<file path="src/rtl/free_reg_list.sv">
// Dual circular free lists (D and S physical registers) with shared
// checkpoint control; heads can be rewound to a saved snapshot on mispredict.
module frl_list #(
  parameter int N = 32,
  parameter int A = 8,
  parameter int C = 4
) (
  input  logic                 clk,
  input  logic                 rst,
  input  logic                 alloc_i,
  input  logic                 ret_i,
  input  logic [$clog2(N)-1:0] ret_addr_i,
  input  logic                 save_i,
  input  logic                 restore_i,
  input  logic [$clog2(C)-1:0] id_i,
  output logic [$clog2(N)-1:0] head_addr_o,
  output logic                 empty_o,
  output logic [$clog2(N):0]   count_o,
  output logic                 ovf_o
);
  localparam int AW = $clog2(N);
  localparam int PW = AW + 1;

  logic [AW-1:0] mem_q [N];
  logic [PW-1:0] ckpt_q [C];
  logic [PW-1:0] head_q, head_d, tail_q, tail_d;
  logic [PW-1:0] count;
  logic          ovf_q;
  logic          ret_ok;
  logic          do_alloc;
  logic [N-1:0]  wr_en;
  logic [C-1:0]  save_en;

  assign count       = tail_q - head_q;
  assign empty_o     = (count == '0);
  assign count_o     = count;
  assign ovf_o       = ovf_q;
  assign head_addr_o = mem_q[head_q[AW-1:0]];

  // A return is only legal while fewer than the non-architectural registers are free.
  assign ret_ok   = ret_i && (count < PW'(N - A));
  assign do_alloc = alloc_i && !empty_o && !restore_i;

  for (genvar gi = 0; gi < N; gi++) begin : g_wr
    assign wr_en[gi] = ret_ok && (tail_q[AW-1:0] == AW'(gi));
  end

  for (genvar gi = 0; gi < C; gi++) begin : g_save
    assign save_en[gi] = save_i && !restore_i && (id_i == ($clog2(C))'(gi));
  end

  always_comb begin
    head_d = head_q;
    tail_d = tail_q;
    if (restore_i) begin
      head_d = ckpt_q[id_i];
    end else if (do_alloc) begin
      head_d = head_q + 1'b1;
    end
    if (ret_ok) begin
      tail_d = tail_q + 1'b1;
    end
  end

  always_ff @(posedge clk) begin
    if (rst) begin
      head_q <= '0;
      tail_q <= PW'(N - A);
      ovf_q  <= 1'b0;
      for (int i = 0; i < N; i++) begin
        mem_q[i] <= (i < N - A) ? AW'(A + i) : '0;
      end
      for (int i = 0; i < C; i++) begin
        ckpt_q[i] <= '0;
      end
    end else begin
      head_q <= head_d;
      tail_q <= tail_d;
      if (ret_i && !ret_ok) begin
        ovf_q <= 1'b1;
      end
      for (int i = 0; i < N; i++) begin
        if (wr_en[i]) mem_q[i] <= ret_addr_i;
      end
      // Snapshot the post-edge head so a branch's own alloc is included.
      for (int i = 0; i < C; i++) begin
        if (save_en[i]) ckpt_q[i] <= head_d;
      end
    end
  end
endmodule

module free_reg_list #(
  parameter int NUM_D_REG  = 32,
  parameter int NUM_S_REG  = 16,
  parameter int NUM_ARCH_D = 8,
  parameter int NUM_ARCH_S = 4,
  parameter int NUM_CKPT   = 4
) (
  input  logic                         clk,
  input  logic                         rst,
  input  logic                         alloc_r,
  input  logic                         alloc_s,
  output logic [$clog2(NUM_D_REG)-1:0] rw_addr,
  output logic [$clog2(NUM_S_REG)-1:0] rs_addr,
  output logic                         r_empty,
  output logic                         s_empty,
  input  logic                         return_r,
  input  logic [$clog2(NUM_D_REG)-1:0] r_addr,
  input  logic                         return_s,
  input  logic [$clog2(NUM_S_REG)-1:0] s_addr,
  input  logic                         ckpt_save,
  input  logic                         ckpt_restore,
  input  logic [$clog2(NUM_CKPT)-1:0]  ckpt_id,
  output logic [$clog2(NUM_D_REG):0]   r_count,
  output logic [$clog2(NUM_S_REG):0]   s_count,
  output logic                         overflow
);
  logic ovf_r, ovf_s;

  frl_list #(.N(NUM_D_REG), .A(NUM_ARCH_D), .C(NUM_CKPT)) u_d_list (
    .clk         (clk),
    .rst         (rst),
    .alloc_i     (alloc_r),
    .ret_i       (return_r),
    .ret_addr_i  (r_addr),
    .save_i      (ckpt_save),
    .restore_i   (ckpt_restore),
    .id_i        (ckpt_id),
    .head_addr_o (rw_addr),
    .empty_o     (r_empty),
    .count_o     (r_count),
    .ovf_o       (ovf_r)
  );

  frl_list #(.N(NUM_S_REG), .A(NUM_ARCH_S), .C(NUM_CKPT)) u_s_list (
    .clk         (clk),
    .rst         (rst),
    .alloc_i     (alloc_s),
    .ret_i       (return_s),
    .ret_addr_i  (s_addr),
    .save_i      (ckpt_save),
    .restore_i   (ckpt_restore),
    .id_i        (ckpt_id),
    .head_addr_o (rs_addr),
    .empty_o     (s_empty),
    .count_o     (s_count),
    .ovf_o       (ovf_s)
  );

  assign overflow = ovf_r | ovf_s;
endmodule

</file>
<file path="config.mk">
export PLATFORM = sky130hd
export DESIGN_NAME = free_reg_list
export DESIGN_NICKNAME = d
export VERILOG_FILES = /design/src/rtl/free_reg_list.sv
export SDC_FILE = /design/constraint.sdc
export NUM_CORES = 1
export LEC_CHECK = 0
export ABC_AREA = 1
export BUFFER_PORTS_ARGS = -buffer_cell sky130_fd_sc_hd__buf_2
export CAP_MARGIN = 20
export CORE_UTILIZATION = 46
export CTS_CLUSTER_DIAMETER = 40
export DETAILED_ROUTE_END_ITERATION = 10
export PLACE_DENSITY = 0.64
export SKIP_LAST_GASP = 1
export SLEW_MARGIN = 20
export SYNTH_ARGS = -nofsm -noshare
export SYNTH_HDL_FRONTEND = slang
export SYNTH_HIERARCHICAL = 1
export SYNTH_SLANG_ARGS = --single-unit
export TNS_END_PERCENT = 30
</file>
<file path="constraint.sdc">
create_clock -name clk -period 7.2 [get_ports clk]
set_clock_uncertainty 0.15 [all_clocks]
set_input_delay 1.08 -clock clk [delete_from_list [all_inputs] [get_ports clk]]
set_output_delay 1.08 -clock clk [all_outputs]
set_load 0.01 [all_outputs]
</file>
# Word-level counts from Yosys, hierarchy flattened
# Memories as Yosys holds them, arrays and structs flattened. A register that Yosys moved wholly into a read port is not among the register bits.
# Index checks and enable logic that the tools add are counted.
[totals]
reg_bits = 24
ram_bits = 268
input_bits = 19
out_inout_bits = 23
elab_cells = 415
mem_count = 4
[op_classes]
add_sub_neg = 6
order_cmp = 2
n_eq_ne = 49
mux = 220
bitwise = 57
n_reduce_logical = 71
[mem_list]
columns = ["memory", "words", "width", "read_ports", "rd_ports_with_merged_regs", "wr", "line_no", "rtl"]
rows = [
  ["u_d_list.mem_q", 32, 5, 1, 1, 32, "24", "logic [AW-1:0] mem_q [N];"],
  ["u_s_list.mem_q", 16, 4, 1, 1, 16, "24", ""],
  ["u_d_list.ckpt_q", 4, 6, 1, 0, 4, "25", "logic [PW-1:0] ckpt_q [C];"],
  ["u_s_list.ckpt_q", 4, 5, 1, 0, 4, "25", ""],
]
[op_table]
columns = ["cell", "count"]
rows = [
  ["5-bit 2-to-1 mux", 39],
  ["1-bit 2-to-1 mux", 158],
  ["5-bit equality test, second input constant", 16],
  ["4-bit 2-to-1 mux", 17],
  ["1-bit logical AND", 61],
  ["1-bit bitwise OR", 57],
  ["5-bit by 4-bit equality test with 1-bit output, second input constant", 8],
  ["6-bit 2-to-1 mux", 6],
  ["4-bit equality test, second input constant", 8],
  ["5-bit by 3-bit equality test with 1-bit output, second input constant", 4],
  ["4-bit by 3-bit equality test with 1-bit output, second input constant", 4],
  ["6-bit by 1-bit adder with 6-bit output, second input constant", 2],
  ["5-bit by 1-bit adder with 5-bit output, second input constant", 2],
  ["5-bit by 2-bit equality test with 1-bit output, second input constant", 2],
  ["5-bit zero test", 2],
  ["4-bit by 2-bit equality test with 1-bit output, second input constant", 2],
  ["6-bit zero test", 1],
  ["6-bit by 5-bit < comparator with 1-bit output, second input constant", 1],
  ["6-bit subtractor", 1],
  ["5-bit by 1-bit equality test with 1-bit output, second input constant", 1],
  ["1-bit zero test", 5],
  ["5-bit by 4-bit < comparator with 1-bit output, second input constant", 1],
  ["5-bit subtractor", 1],
  ["2-bit equality test, second input constant", 2],
  ["other kinds (4)", 4],
]

# Logic depth before layout (Yosys ltp)
[logic_depth]
ltp_word = 8
ltp_mapped = 16

# Modules after synthesis
# The synthesis kept the hierarchy.
[modules_own_cells]
columns = ["module", "instances", "cells_per_inst", "area_per_inst_um2"]
rows = [
  ["frl_list (u_d_list)", 1, 914, 9195.1],
  ["frl_list (u_s_list)", 1, 486, 4628.2],
  ["free_reg_list", 1, 3, 11.3],
]

# Worst setup path before layout
# No wires, ideal clock.
[synth_path]
path_type = "register -> output"
from = "register u_d_list.head_q[3]"
to = "output port r_empty"
arrival_time_ps = 1750
t_required_ps = 5970
setup_slack_ps = 4220
stages_incl_launch_ff = 11
path_buffers = 1
path_cell_list = "dfxtp_1 -> inv_1 -> clkbuf_1 -> ha_1 -> a21oi_1 -> nand2_1 -> nand2_1 -> nand2_1 -> nor2_1 -> nand2_2 -> inv_1"
[synth_between]
elab_chain_cells = 2
[synth_lines]
columns = ["item", "line_no", "rtl"]
rows = [
  ["from (decl)", "26", "logic [PW-1:0] head_q, head_d, tail_q, tail_d;"],
  ["from (signal assigned)", "67", "head_q <= '0;"],
  ["from (signal assigned)", "77", "head_q <= head_d;"],
  ["6-bit subtractor", "34", "assign count = tail_q - head_q;"],
  ["named net r_count[4]", "115", "output logic [$clog2(NUM_D_REG):0] r_count,"],
  ["6-bit zero test", "35", "assign empty_o = (count == '0);"],
  ["to (decl)", "106", "output logic r_empty,"],
]
# The timed path passes the listed nets, and every way through them passes these cells.

==> results.yml <==
global_routing:
  grt_pass1_wl_um: 56200
  gr-total-overflow: 0
  grt_start_max_net_pins: 85
  grt.total_usage: 0.236
  grt_pass1_vias: 10384
  antenna_found_initial: 0
logic_synthesis:
  synth_cells: 1403
  syn_area_per_cell_sq_um: 9.86
  ys_seq_area_frac: 0.616
  syn_nets: 1445
  async_flop_share: 0
  synth_area_leaders: "edfxtp_1 (58%), nor2_1 (6.9%), nand2_1 (6.2%)"
  synth_top_area_cell: "edfxtp_1"
  synth_edf_count: 268
  ys_seq_elements: 292
  syn_area_sq_um: 13800
  yosysMostFrequentCell: "edfxtp_1"
  synthTopCellsByCount: "edfxtp_1 (268), nor2_1 (255), nand2_1 (230)"
  synthFlopType: "edfxtp_1"
  ys_warn_count: 6
  yosysUniqueCellTypes: 39
  yosysTopAreaCellShare: 0.582
route:
  wl_per_cell_um: 19.2
  vias: 10603
  drcViolationCount: 0
  ant_nets: 0
  firstDrtPassIters: 7
  wl_um: 35800
  avgViaCountPerCell: 5.69
  drtIter0Drc: 1078
finish:
  n_antenna_cell: 0
  drive_gt1_frac: 0.117
  final_nets: 1482
  syn_to_final_growth_pct: 14.3
  final_cells: 1864
  design_area_sq_um: 15800
floorplanning:
  core_area_sq_um: 29600
  dieHeight_um: 175
  die_area_sq_um: 30800
  pin_count: 42
  std_cell_rows: 63
  start_util: 0.467
  die_x_um: 175
placed_design:
  place.gp.congestion: 0.871
  place_inst: 1785
  dpl_cell_area_sq_um: 14400
  hpwlAfterDp_um: 23800
  port-buffer-count: 41
timing:
  worstMarginPinSlew_ns: 1.06
  setup_tns_ns: 0
  rsz0062_at_grt: "no"
  slew_headroom: 0.294
  min_period_ns: 4.40
  finalCritPeriodShare: 0.612
  finalHoldViolCount: 0
  max_freq_ghz: 0.227
  setup_viol: 0
  maxSlewViolCount: 0
setup_path:
  worstPathArrival_ns: 3.17
  worst_setup_path_start_kind: "register"
  setup.worst_path.end_class: "primary output"
  cp_max_fo: 84
  crit_chain: "buf_4, inv_2, buf_4, o21ai_0, o221ai_1, nand3_1, nand3_1, o21ai_1, inv_1, buf_2"
  cp.required_ns: 5.97
  crit_type: "register to primary output"
  critical_path.max_stage_delay_ns: 0.65
  cp_slowest_cell: "buf_4"
clock_network:
  cts_buffer_depth: 3
  cts_buffers: 43
  cts-htree-levels: 2
  clk_pin_slew_ns: 0.05
  root_buffer: "clkbuf_16"
  tritoncts: "done"
  ctsHoldBuffers: 0
  postCtsSetupBuffers: 0
  cts_resized: 0
  clock_sinks: 292
  insertion_delay_ns: 0.53
power_and_ir_drop:
  vdd_drop_max_v: 0.000220
  leakage_nw: 5.89
  power_density_nw_per_um2: 295
hold_path:
  hold_class: "register to register"
status:
  status: "finished, final reports clean"
flow_run:
  max_cap_violations: 0
[kinds of logic (layout without fill, tap and decap cells)]
logic type                 count (synthesis)  after routing  synth area share
and+or+nand+nor                          629            629             0.195
adders and majority gates                 23             23            0.0219
DFF                                      292            292             0.616
xor gates and xnor gates                   3              3           0.00190
buffers and inverters                    187            258            0.0526
AOI/OAI and AO/OA                        269            269             0.112
[final timing paths]
path / to / slack (ns) / start / cells past startpoint
hold / removal: u_d_list/ovf_o$_SDFFE_PP0P_ / 0.32 / u_d_list/ovf_o$_SDFFE_PP0P_ / 2
setup / recovery: rw_addr[3] / 2.80 / u_d_list/head_q[0]$_SDFF_PP0_ / 10
setup reg to reg: u_s_list/mem_q[12][1]$_DFFE_PP_ / 3.54 / u_s_list/head_q[1]$_SDFF_PP0_ / 12
hold reg to reg: u_d_list/ovf_o$_SDFFE_PP0P_ / 0.32 / u_d_list/ovf_o$_SDFFE_PP0P_ / 2
[critical path, delay by kind of cell (launching register included)]
kind                   cells  cell delay, ns
DFF                        1            0.30
buffers and inverters      5            1.27
and+or+nand+nor            2            0.38
AOI/OAI and AO/OA          3            0.63
[state kept, by name (all words and copies together) (netlist names)]
name,count
u_s_list/ovf_o,1
u_s_list/mem_q,64
u_s_list/ckpt_q,20
u_d_list/ckpt_q,24
u_d_list/tail_q,6
u_d_list/mem_q,160
u_d_list/ovf_o,1
u_s_list/tail_q,5
u_s_list/head_q,5
u_d_list/head_q,6
[report_power, final]
part	leakage [nW]	switching, mW	internal [mW]	total [mW]
combinational	2.50	0.434	0.163	0.596
sequential	2.68	0.0427	1.94	1.98
clock	0.700	0.803	1.28	2.08
total	5.89	1.28	3.38	4.66
[layout by cell type, fill, tap and decap left out, types with 13 or more instances in the layout]
cell type	count
a21oi_1	48
a22oi_1	18
buf_2	41
clkbuf_16	45
dfxtp_1	23
edfxtp_1	268
ha_1	21
inv_1	111
inv_2	13
nand2_1	230
nand3_1	90
nand4_1	18
nor2_1	255
o21ai_0	131
o221ai_1	23
o22ai_1	33
[area by class of cell]
cell class              instances  area [sq um]
clock buffers                  47          1140
clock inverters                32           324
fillers                      2691         13800
inverters                     130           490
multi-input cells             924          4580
flip-flops and latches        292          8530
well taps                     390           488
repair buffers                 49           265
[stage by stage]
| step | setup WS, ns | util | total power [mW] | hold slack (ns) |
|---|---|---|---|---|
| after floorplan | 4.22 | - | 2.40 | 0.287 |
| after global placement | 3.43 | 0.484 | 2.59 | 0.315 |
| after detailed placement | 3.41 | 0.484 | 2.60 | 0.323 |
| after CTS | 2.88 | 0.534 | 4.68 | 0.334 |
| after global routing | 2.58 | 0.534 | 4.83 | 0.384 |
| final | 2.80 | 0.534 | 4.66 | 0.324 |
[routing by layer]
metal | routed length [um] | global-route usage | vias up
met1 | 15500 | 0.320 | 5086
met3 | 2810 | 0.0474 | 86
met4 | 1040 | 0.0833 | 0
met5 | 0 | 0 | -
met2 | 16500 | 0.377 | 455
li1 | - | - | 4976
(Power assumes the default switching activity.)
